## src/rtl/fifo_rd_pkg.sv

```systemverilog
// Shared types and constants for the async FIFO read-side stream reader.
package fifo_rd_pkg;

    typedef enum logic [1:0] {
        RD_EMPTY = 2'd0,
        RD_ONE   = 2'd1,
        RD_TWO   = 2'd2
    } rd_state_t;

    localparam int RD_BUF_DEPTH = 2;

endpackage

```

## src/rtl/fifo_stream_reader_if.sv

```systemverilog
// FIFO read port plus downstream valid/ready stream, bundled for the reader.
interface fifo_stream_reader_if #(
    parameter int DSIZE = 8
);
    logic [DSIZE-1:0] rdata;
    logic             rempty;
    logic             rinc;
    logic             m_valid;
    logic [DSIZE-1:0] m_data;
    logic             m_ready;

    modport master (
        input  rdata, rempty, m_ready,
        output rinc, m_valid, m_data
    );

    modport slave (
        output rdata, rempty, m_ready,
        input  rinc, m_valid, m_data
    );
endinterface

```

## src/rtl/fifo_rd_sat_cnt.sv

```systemverilog
// Saturating event counter in the read clock domain; clears only on reset.
module fifo_rd_sat_cnt #(
    parameter int CNT_W = 16
) (
    input  logic             rclk,
    input  logic             rrst_n,
    input  logic             inc,
    output logic [CNT_W-1:0] count
);

    always_ff @(posedge rclk or negedge rrst_n) begin
        if (!rrst_n) begin
            count <= '0;
        end else if (inc && (count != {CNT_W{1'b1}})) begin
            count <= count + CNT_W'(1);
        end
    end

endmodule

```

## src/rtl/fifo_stream_reader.sv

```systemverilog
// Read-side consumer for async_fifo: pops FWFT words into a 2-entry skid buffer.
// Optional statistics counters are built only when FIFO_RD_STATS_EN is defined.
module fifo_stream_reader
    import fifo_rd_pkg::*;
#(
    parameter int DSIZE = 8,
    parameter int CNT_W = 16
) (
    input  logic                 rclk,
    input  logic                 rrst_n,
    fifo_stream_reader_if.master bus,
    input  logic                 en,
    input  logic                 flush,
    output logic [CNT_W-1:0]     pop_count,
    output logic [CNT_W-1:0]     stall_count
);

    rd_state_t        r_state;
    rd_state_t        w_state_nxt;
    logic             r_live;
    logic [DSIZE-1:0] r_ent     [RD_BUF_DEPTH];
    logic [DSIZE-1:0] w_ent_nxt [RD_BUF_DEPTH];
    logic             w_push;
    logic             w_pop;
    logic             w_valid;

    // rinc sees only registered occupancy, so m_ready never reaches the FIFO
    assign w_valid = (r_state != RD_EMPTY);
    assign w_push  = r_live & en & ~bus.rempty & (r_state != RD_TWO) & ~flush;
    assign w_pop   = w_valid & bus.m_ready;

    assign bus.rinc    = w_push;
    assign bus.m_valid = w_valid;
    assign bus.m_data  = r_ent[0];

    always_ff @(posedge rclk or negedge rrst_n) begin
        if (!rrst_n) begin
            r_state <= RD_EMPTY;
            r_live  <= 1'b0;
            for (int i = 0; i < RD_BUF_DEPTH; i++) begin
                r_ent[i] <= '0;
            end
        end else begin
            r_state <= w_state_nxt;
            r_live  <= 1'b1;
            for (int i = 0; i < RD_BUF_DEPTH; i++) begin
                r_ent[i] <= w_ent_nxt[i];
            end
        end
    end

    // Entry 0 is the head; entry 1 only ever holds the second word in RD_TWO
    always_comb begin
        w_state_nxt = r_state;
        for (int i = 0; i < RD_BUF_DEPTH; i++) begin
            w_ent_nxt[i] = r_ent[i];
        end
        if (flush) begin
            w_state_nxt = RD_EMPTY;
        end else begin
            case (r_state)
                RD_EMPTY: begin
                    if (w_push) begin
                        w_state_nxt  = RD_ONE;
                        w_ent_nxt[0] = bus.rdata;
                    end
                end
                RD_ONE: begin
                    case ({w_push, w_pop})
                        2'b10: begin
                            w_state_nxt  = RD_TWO;
                            w_ent_nxt[1] = bus.rdata;
                        end
                        2'b01: begin
                            w_state_nxt = RD_EMPTY;
                        end
                        2'b11: begin
                            w_ent_nxt[0] = bus.rdata;
                        end
                        default: begin
                            w_state_nxt = RD_ONE;
                        end
                    endcase
                end
                RD_TWO: begin
                    if (w_pop) begin
                        w_state_nxt  = RD_ONE;
                        w_ent_nxt[0] = r_ent[1];
                    end
                end
                default: begin
                    w_state_nxt = RD_EMPTY;
                end
            endcase
        end
    end

`ifdef FIFO_RD_STATS_EN
    fifo_rd_sat_cnt #(
        .CNT_W (CNT_W)
    ) u_pop_cnt (
        .rclk   (rclk),
        .rrst_n (rrst_n),
        .inc    (w_push),
        .count  (pop_count)
    );

    fifo_rd_sat_cnt #(
        .CNT_W (CNT_W)
    ) u_stall_cnt (
        .rclk   (rclk),
        .rrst_n (rrst_n),
        .inc    (w_valid & ~bus.m_ready),
        .count  (stall_count)
    );
`else
    assign pop_count   = '0;
    assign stall_count = '0;
`endif

endmodule

```

## src/flat_wrapper.sv

```systemverilog
// flat-port wrapper written by rule: the top's interface ports become plain ports
module fifo_stream_reader_flat import fifo_rd_pkg::*;
#(
    parameter int DSIZE = 8,
    parameter int CNT_W = 16
)
  (rclk, rrst_n, en, flush, pop_count, stall_count, bus_rdata, bus_rempty, bus_m_ready, bus_rinc, bus_m_valid, bus_m_data);
  fifo_stream_reader_if #(.DSIZE(DSIZE)) bus_i ();
  input  logic rclk;
  input  logic rrst_n;
  input  logic en;
  input  logic flush;
  output logic [CNT_W-1:0] pop_count;
  output logic [CNT_W-1:0] stall_count;
  input wire logic [$bits(bus_i.rdata)-1:0] bus_rdata;
  input wire logic [$bits(bus_i.rempty)-1:0] bus_rempty;
  input wire logic [$bits(bus_i.m_ready)-1:0] bus_m_ready;
  output wire logic [$bits(bus_i.rinc)-1:0] bus_rinc;
  output wire logic [$bits(bus_i.m_valid)-1:0] bus_m_valid;
  output wire logic [$bits(bus_i.m_data)-1:0] bus_m_data;
  assign bus_i.rdata = bus_rdata;
  assign bus_i.rempty = bus_rempty;
  assign bus_i.m_ready = bus_m_ready;
  assign bus_rinc = bus_i.rinc;
  assign bus_m_valid = bus_i.m_valid;
  assign bus_m_data = bus_i.m_data;
  fifo_stream_reader #(.DSIZE(DSIZE), .CNT_W(CNT_W)) u_core (.rclk(rclk), .rrst_n(rrst_n), .bus(bus_i), .en(en), .flush(flush), .pop_count(pop_count), .stall_count(stall_count));
endmodule
```

## config.mk

```make
export PLATFORM = sky130hd
export DESIGN_NAME = fifo_stream_reader_flat
export DESIGN_NICKNAME = d
export VERILOG_FILES = /design/src/rtl/fifo_rd_pkg.sv /design/src/rtl/fifo_stream_reader_if.sv /design/src/rtl/fifo_rd_sat_cnt.sv /design/src/rtl/fifo_stream_reader.sv /design/src/flat_wrapper.sv
export SDC_FILE = /design/constraint.sdc
export NUM_CORES = 1
export LEC_CHECK = 0
export ABC_AREA = 1
export BUFFER_PORTS_ARGS = -buffer_cell sky130_fd_sc_hd__buf_2
export CORE_MARGIN = 10
export CORE_UTILIZATION = 48
export CTS_CLUSTER_SIZE = 14
export DETAILED_ROUTE_END_ITERATION = 16
export HOLD_SLACK_MARGIN = 0.15
export PLACE_DENSITY = 0.79
export SYNTH_ARGS = -nofsm -noshare
export SYNTH_HDL_FRONTEND = slang
export SYNTH_SLANG_ARGS = --single-unit
```

## constraint.sdc

```tcl
create_clock -name rclk -period 2 [get_ports rclk]
set_input_delay 0.3 -clock rclk [delete_from_list [all_inputs] [get_ports rclk]]
set_output_delay 0.3 -clock rclk [all_outputs]
set_load 0.01 [all_outputs]
```

After elaboration in Yosys (flattened, before gate mapping)
Cells that the tools add are included.
{"block": "word_totals", "ff_bits": 19, "input_bits": 14, "output_inout_bits": 42, "elab_cells": 38}
{"block": "classes", "eq_ne": 12, "n_mux": 9, "bitwise_logic": 7, "reduce_logical": 6}
{"op": "2-to-1 mux 8 bit", "n": 3}
{"op": "case mux 8 bit (3 select lines)", "n": 1}
{"op": "case mux 2 bit (3 select lines)", "n": 2}
{"op": "== test 2 bit, second input constant", "n": 3}
{"op": "2-to-1 mux 2 bit", "n": 3}
{"op": "inequality test 3 x 2 -> 1 bit, second input constant", "n": 2}
{"op": "AND reduction 3 bit", "n": 2}
{"op": "AND 1 bit", "n": 5}
{"op": "AND reduction 5 bit", "n": 1}
{"op": "== test 2 x 1 -> 1 bit, second input constant", "n": 2}
{"op": "inequality test 2 x 1 -> 1 bit, second input constant", "n": 2}
{"op": "inequality test 2 bit, second input constant", "n": 2}
{"op": "inequality test 3 bit, second input constant", "n": 1}
{"op": "nonzero test 3 bit", "n": 1}
{"op": "logical NOT 2 bit", "n": 1}
{"op": "NOT 1 bit", "n": 2}
{"op": "nonzero test 2 bit", "n": 1}

Logic depth before layout (Yosys ltp)
{"block": "depth", "depth_word": 8, "depth_mapped": 12, "mapped_depth_nobuf": 12}

Worst setup path before layout
OpenSTA, ideal clock, no wires.
{"block": "synth_path", "path_kind": "reg2reg", "start": "register u_core.r_state[0]", "end": "register u_core.r_ent, in the netlist u_core.bus.m_data[0]", "t_arrival_ns": 1.527, "required_ns": 1.884, "slack_ns": 0.357, "path_stages_with_launch": 13, "n_path_buf": 0, "cell_sequence": "dfrtp_1 > inv_4 > nand2_8 > nand3_4 > inv_2 > ha_1 > nand2_1 > nand2_1 > nand2_2 > nor2_8 > nand2_4 > nand2_1 > nand2_1"}
{"block": "synth_between", "elab_chain_len": 6}
{"item": "start: declaration", "line_no": "fifo_stream_reader.sv:18", "text": "rd_state_t r_state;"}
{"item": "start signal: assignment", "line_no": "fifo_stream_reader.sv:44", "text": "r_state <= w_state_nxt;"}
{"item": "inequality test 2 bit *", "line_no": "fifo_stream_reader.sv:29", "text": "assign w_push = r_live & en & ~bus.rempty & (r_state != RD_TWO) & ~flush;"}
{"item": "AND 1 bit * (2 in a row)", "line_no": "fifo_stream_reader.sv:29"}
{"item": "via bus_rinc", "line_no": "flat_wrapper.sv:18", "text": "output wire logic [$bits(bus_i.rinc)-1:0] bus_rinc;"}
{"item": "== test 2 bit", "line_no": "fifo_stream_reader.sv:69", "text": "case ({w_push, w_pop})"}
{"item": "inequality test 2 bit (no source line)"}
{"item": "AND reduction 5 bit (no source line) *"}
{"item": "end signal: indexed assignment", "line_no": "fifo_stream_reader.sv:47", "text": "r_ent[i] <= w_ent_nxt[i];"}
{"item": "end: declaration", "line_no": "fifo_stream_reader.sv:21", "text": "logic [DSIZE-1:0] r_ent [RD_BUF_DEPTH];"}
The timed path passes the listed nets; every way through them passes the cells marked *.
A chain may end at the register's enable or synchronous reset.

Worst setup path in the final report
{"block": "layout_path", "start": "register u_core.r_state[0]", "end": "register u_core.r_ent, in the netlist u_core.bus.m_data[0]"}
{"block": "layout_between", "elab_chain_len": 6}
{"item": "inequality test 2 bit", "line_no": "fifo_stream_reader.sv:29"}
{"item": "AND 1 bit (2 in a row)", "line_no": "fifo_stream_reader.sv:29"}
{"item": "== test 2 bit", "line_no": "fifo_stream_reader.sv:69"}
{"item": "inequality test 2 bit (no source line)"}
{"item": "AND reduction 5 bit (no source line)"}
Several ways; a longest one is shown, not always the timed one.

==> metrics.csv <==
metric,value,unit
DIE WIDTH,74.0,um
nets,211,
"Clk pin slew, worst setup/hold paths",0.11,ns
"Clk Latency, worst-skew pair",0.30,ns
clock power share,20.5,%
clock tree buffer depth,2,
cell taking the most area after synthesis,dfrtp_1,
status,"complete, no violations",
"slowest stage delay, CP",0.48,ns
CP max FO,12,
Initial Util,50.2,%
Seq pwr share,52.1,%
Synth async-reset ratio,100,%
post-placement cell area,1350,sq um
DRC,0,
final worst slack,0.206,ns
final setup vio count,0,
Critical Path RT,2.21,ns
CP Class,reg2reg,
Worst Path Arrival,2.00,ns
Worst setup EP type,flip-flop,
Logic pwr share,27.4,%
Final Cycle Share,89.7,%
Placer Congestion,0.899,
I/O Pins,56,
syn_area_per_cell,7.94,sq um
pin count of the biggest net entering global routing,20,
Vias/cell,4.45,
Synth Instances,176,
total core area,2780,sq um
Buf/Inv on CP,2,
fill count,283,
Congestion Overflow GR,0,
number of DRC markers in iteration 0,54,
design area,1390,sq um
H-tree Lvls,1,
post-synthesis sequential area ratio,34.0,%
CTS Sinks,19,
most common cell type on the critical path,nand2_1,
Pins Over Slew Limit,0,
GRT Total Usage,10.1,%
postcts setup bufs,0,
RSZ-0062 raised after global routing,no,
drt wl/cell,12.0,um
antenna violations before repair,0,
"delay-heaviest family, CP",simple AND/OR/NAND/NOR gates,
P_int,620,uW
prevailing post-synth register cell,dfrtp_1,
Rows,19,
ant diodes,0,
setup TNS,0,ns
Finished Core Util,50.0,%
CTS tree,built,
TritonRoute pass-1 iters,4,
"Cell Chain, Critical Path",inv_4 > nand2_8 > nand3_4 > inv_2 > ha_1 > nand2_1 > nand2_1 > nand2_2 > nor2_8 > nand2_4 > nand2_1 > nand2_1,
skew final,0.00862,ns
YS warnings,0,
Synth Cell Area,1400,sq um
crit start category,flip-flop,
area growth from synthesis to layout,-0.537,%
Setup WS pre-CTS,0.206,ns
most numerous cell in the Yosys netlist,nand2_1,
Synth top area share,34.0,%
total CTS buffers,3,
first-pass GRT wire length,4480,um
Pwr per Cell Area,680,nW/um^2
Sw Ratio,34.4,%
Total Wirelength,2690,um
fmax,0.558,GHz
minimum clock period after layout,1.79,ns
die area,5470,sq um
P_leak,0.822,nW
Post-synth EDFFs,0,
Yosys cell types,22,
"slowest stage cell, crit path",dfrtp_1,
Root Driver,clkbuf_4,
Final HPWL DP,2270,um
net switching power,325,uW
Worst Hold Class,in2reg,
Max-Cap Viols,0,
via count,1001,
VDD IR max,0.579,mV
Commonest cells post-synth,"nand2_1 (64), buf_4 (40), dfrtp_1 (19)",
Post-DRT Antenna Nets,0,
vias in the first global route,1013,
number of port buffers,23,
#FFs+latches synth,19,
Die Ht,74.0,um
final count of hold timing violations,0,
layout cell share with drive strength beyond 1,22.7,%
"top cells by area, synth","dfrtp_1 (34%), buf_4 (21%), nand2_1 (17%), nand3_1 (5.7%), nand2_8 (2.9%)",
-- cell families (layout without fill, tap and decap cells) --
kind of cell             count (synthesis)  in the layout  share of synthesized area [%]
flip-flops                              19             19                           34.0
buffers and inverters                   54             41                           26.9
AND/OR/NAND/NOR                         95             95                           34.9
other                                    2             33                          0.537
adder cells (fa/ha/maj)                  2              2                           1.79
AO/OA/AOI/OAI                            4              4                           1.88
-- metal layers --
| metal | part of all wire (%) | global-route usage (%) | up-vias |
|---|---|---|---|
| met5 | 0 | 0 | - |
| met4 | 1.6 | 4.35 | 0 |
| met3 | 7.8 | 3.19 | 4 |
| met2 | 52 | 17.6 | 42 |
| met1 | 38 | 10.9 | 448 |
| li1 | - | - | 507 |
-- power by group through the flow --
stage	registers, mW	logic (mW)	clock network [mW]
floorplan	0.492	0.273	0
global placement	0.500	0.254	0
detailed placement	0.502	0.260	0
CTS	0.494	0.262	0.205
global route	0.504	0.296	0.222
finish	0.493	0.259	0.193
-- flip-flops by register name, indices dropped and copies added, names as in the netlist --
name	flops
u_core.bus.m_data	8
u_core.r_ent	8
u_core.r_live	1
u_core.r_state	2
-- path summary, 6_finish.rpt --
kind,start,to,slack (ns),cells past startpoint
setup / recovery,u_core.r_state[0]$_DFFE_PN0P_,u_core.bus.m_data[0]$_DFFE_PN0P_,0.21,12
hold / removal,bus_rdata[1],u_core.r_ent[1]$_DFFE_PN0P_,0.20,3
setup reg to reg,u_core.r_state[0]$_DFFE_PN0P_,u_core.bus.m_data[0]$_DFFE_PN0P_,0.21,12
hold reg to reg,u_core.bus.m_data[1]$_DFFE_PN0P_,u_core.bus.m_data[1]$_DFFE_PN0P_,0.48,2
max in group asynchronous,rrst_n,u_core.r_state[0]$_DFFE_PN0P_,1.24,2
min in group asynchronous,rrst_n,u_core.bus.m_data[5]$_DFFE_PN0P_,0.46,2
-- layout make-up --
| type | count | area (sq um) | area share, % |
|---|---|---|---|
| multi-input cells | 134 | 663 | 47.7 |
| well taps | 31 | 38.8 | 2.79 |
| repair buffers | 25 | 133 | 9.54 |
| flip-flops and latches | 19 | 475 | 34.2 |
| clock inverters | 1 | 5.00 | 0.360 |
| inverters | 12 | 52.6 | 3.78 |
| clock buffers | 3 | 22.5 | 1.62 |
-- through the flow --
| stage | total power [mW] | instances | hold slack, ns |
|---|---|---|---|
| 4_1_cts | 0.960 | 225 | 0.194 |
| 3_5_place_dp | 0.762 | 220 | 0.261 |
| 5_1_grt | 1.02 | 225 | 0.206 |
| 3_3_place_gp | 0.754 | 220 | 0.253 |
| 2_1_floorplan | 0.765 | 207 | 0.00441 |
| 6_report | 0.945 | 225 | 0.205 |
-- worst register-to-register path, cell delays in order, from the launching register on --
cell and delay [ns]:
dfrtp_1 0.48, inv_4 0.12, nand2_8 0.13, nand3_4 0.12
inv_2 0.09, ha_1 0.18, nand2_1 0.07, nand2_1 0.06
nand2_2 0.08, nor2_8 0.15, nand2_4 0.10, nand2_1 0.07
nand2_1 0.05
-- cells in the final DEF, fill, tap and decap left out, types with 2 or more instances in the layout --
cell type  netlist  final
conb_1           2     33
dfrtp_1         19     19
inv_1            7      7
nand2_1         64     64
nor2_4           3      3
clkbuf_4         0      3
nand3_1         16     16
buf_2            0     23
nand2_8          2      2
o21ai_1          2      2
nor2_1           4      4
inv_2            3      3
ha_1             2      2
nand3_4          2      2
-- repair_timing --
item / CTS / global route
hold endpoints to repair: 19 / 0
gates resized for setup: 0 / 0
setup endpoints to repair: 0 / 0
hold buffers: 1 / 0
Note: power is estimated with default switching activity, not from simulation.
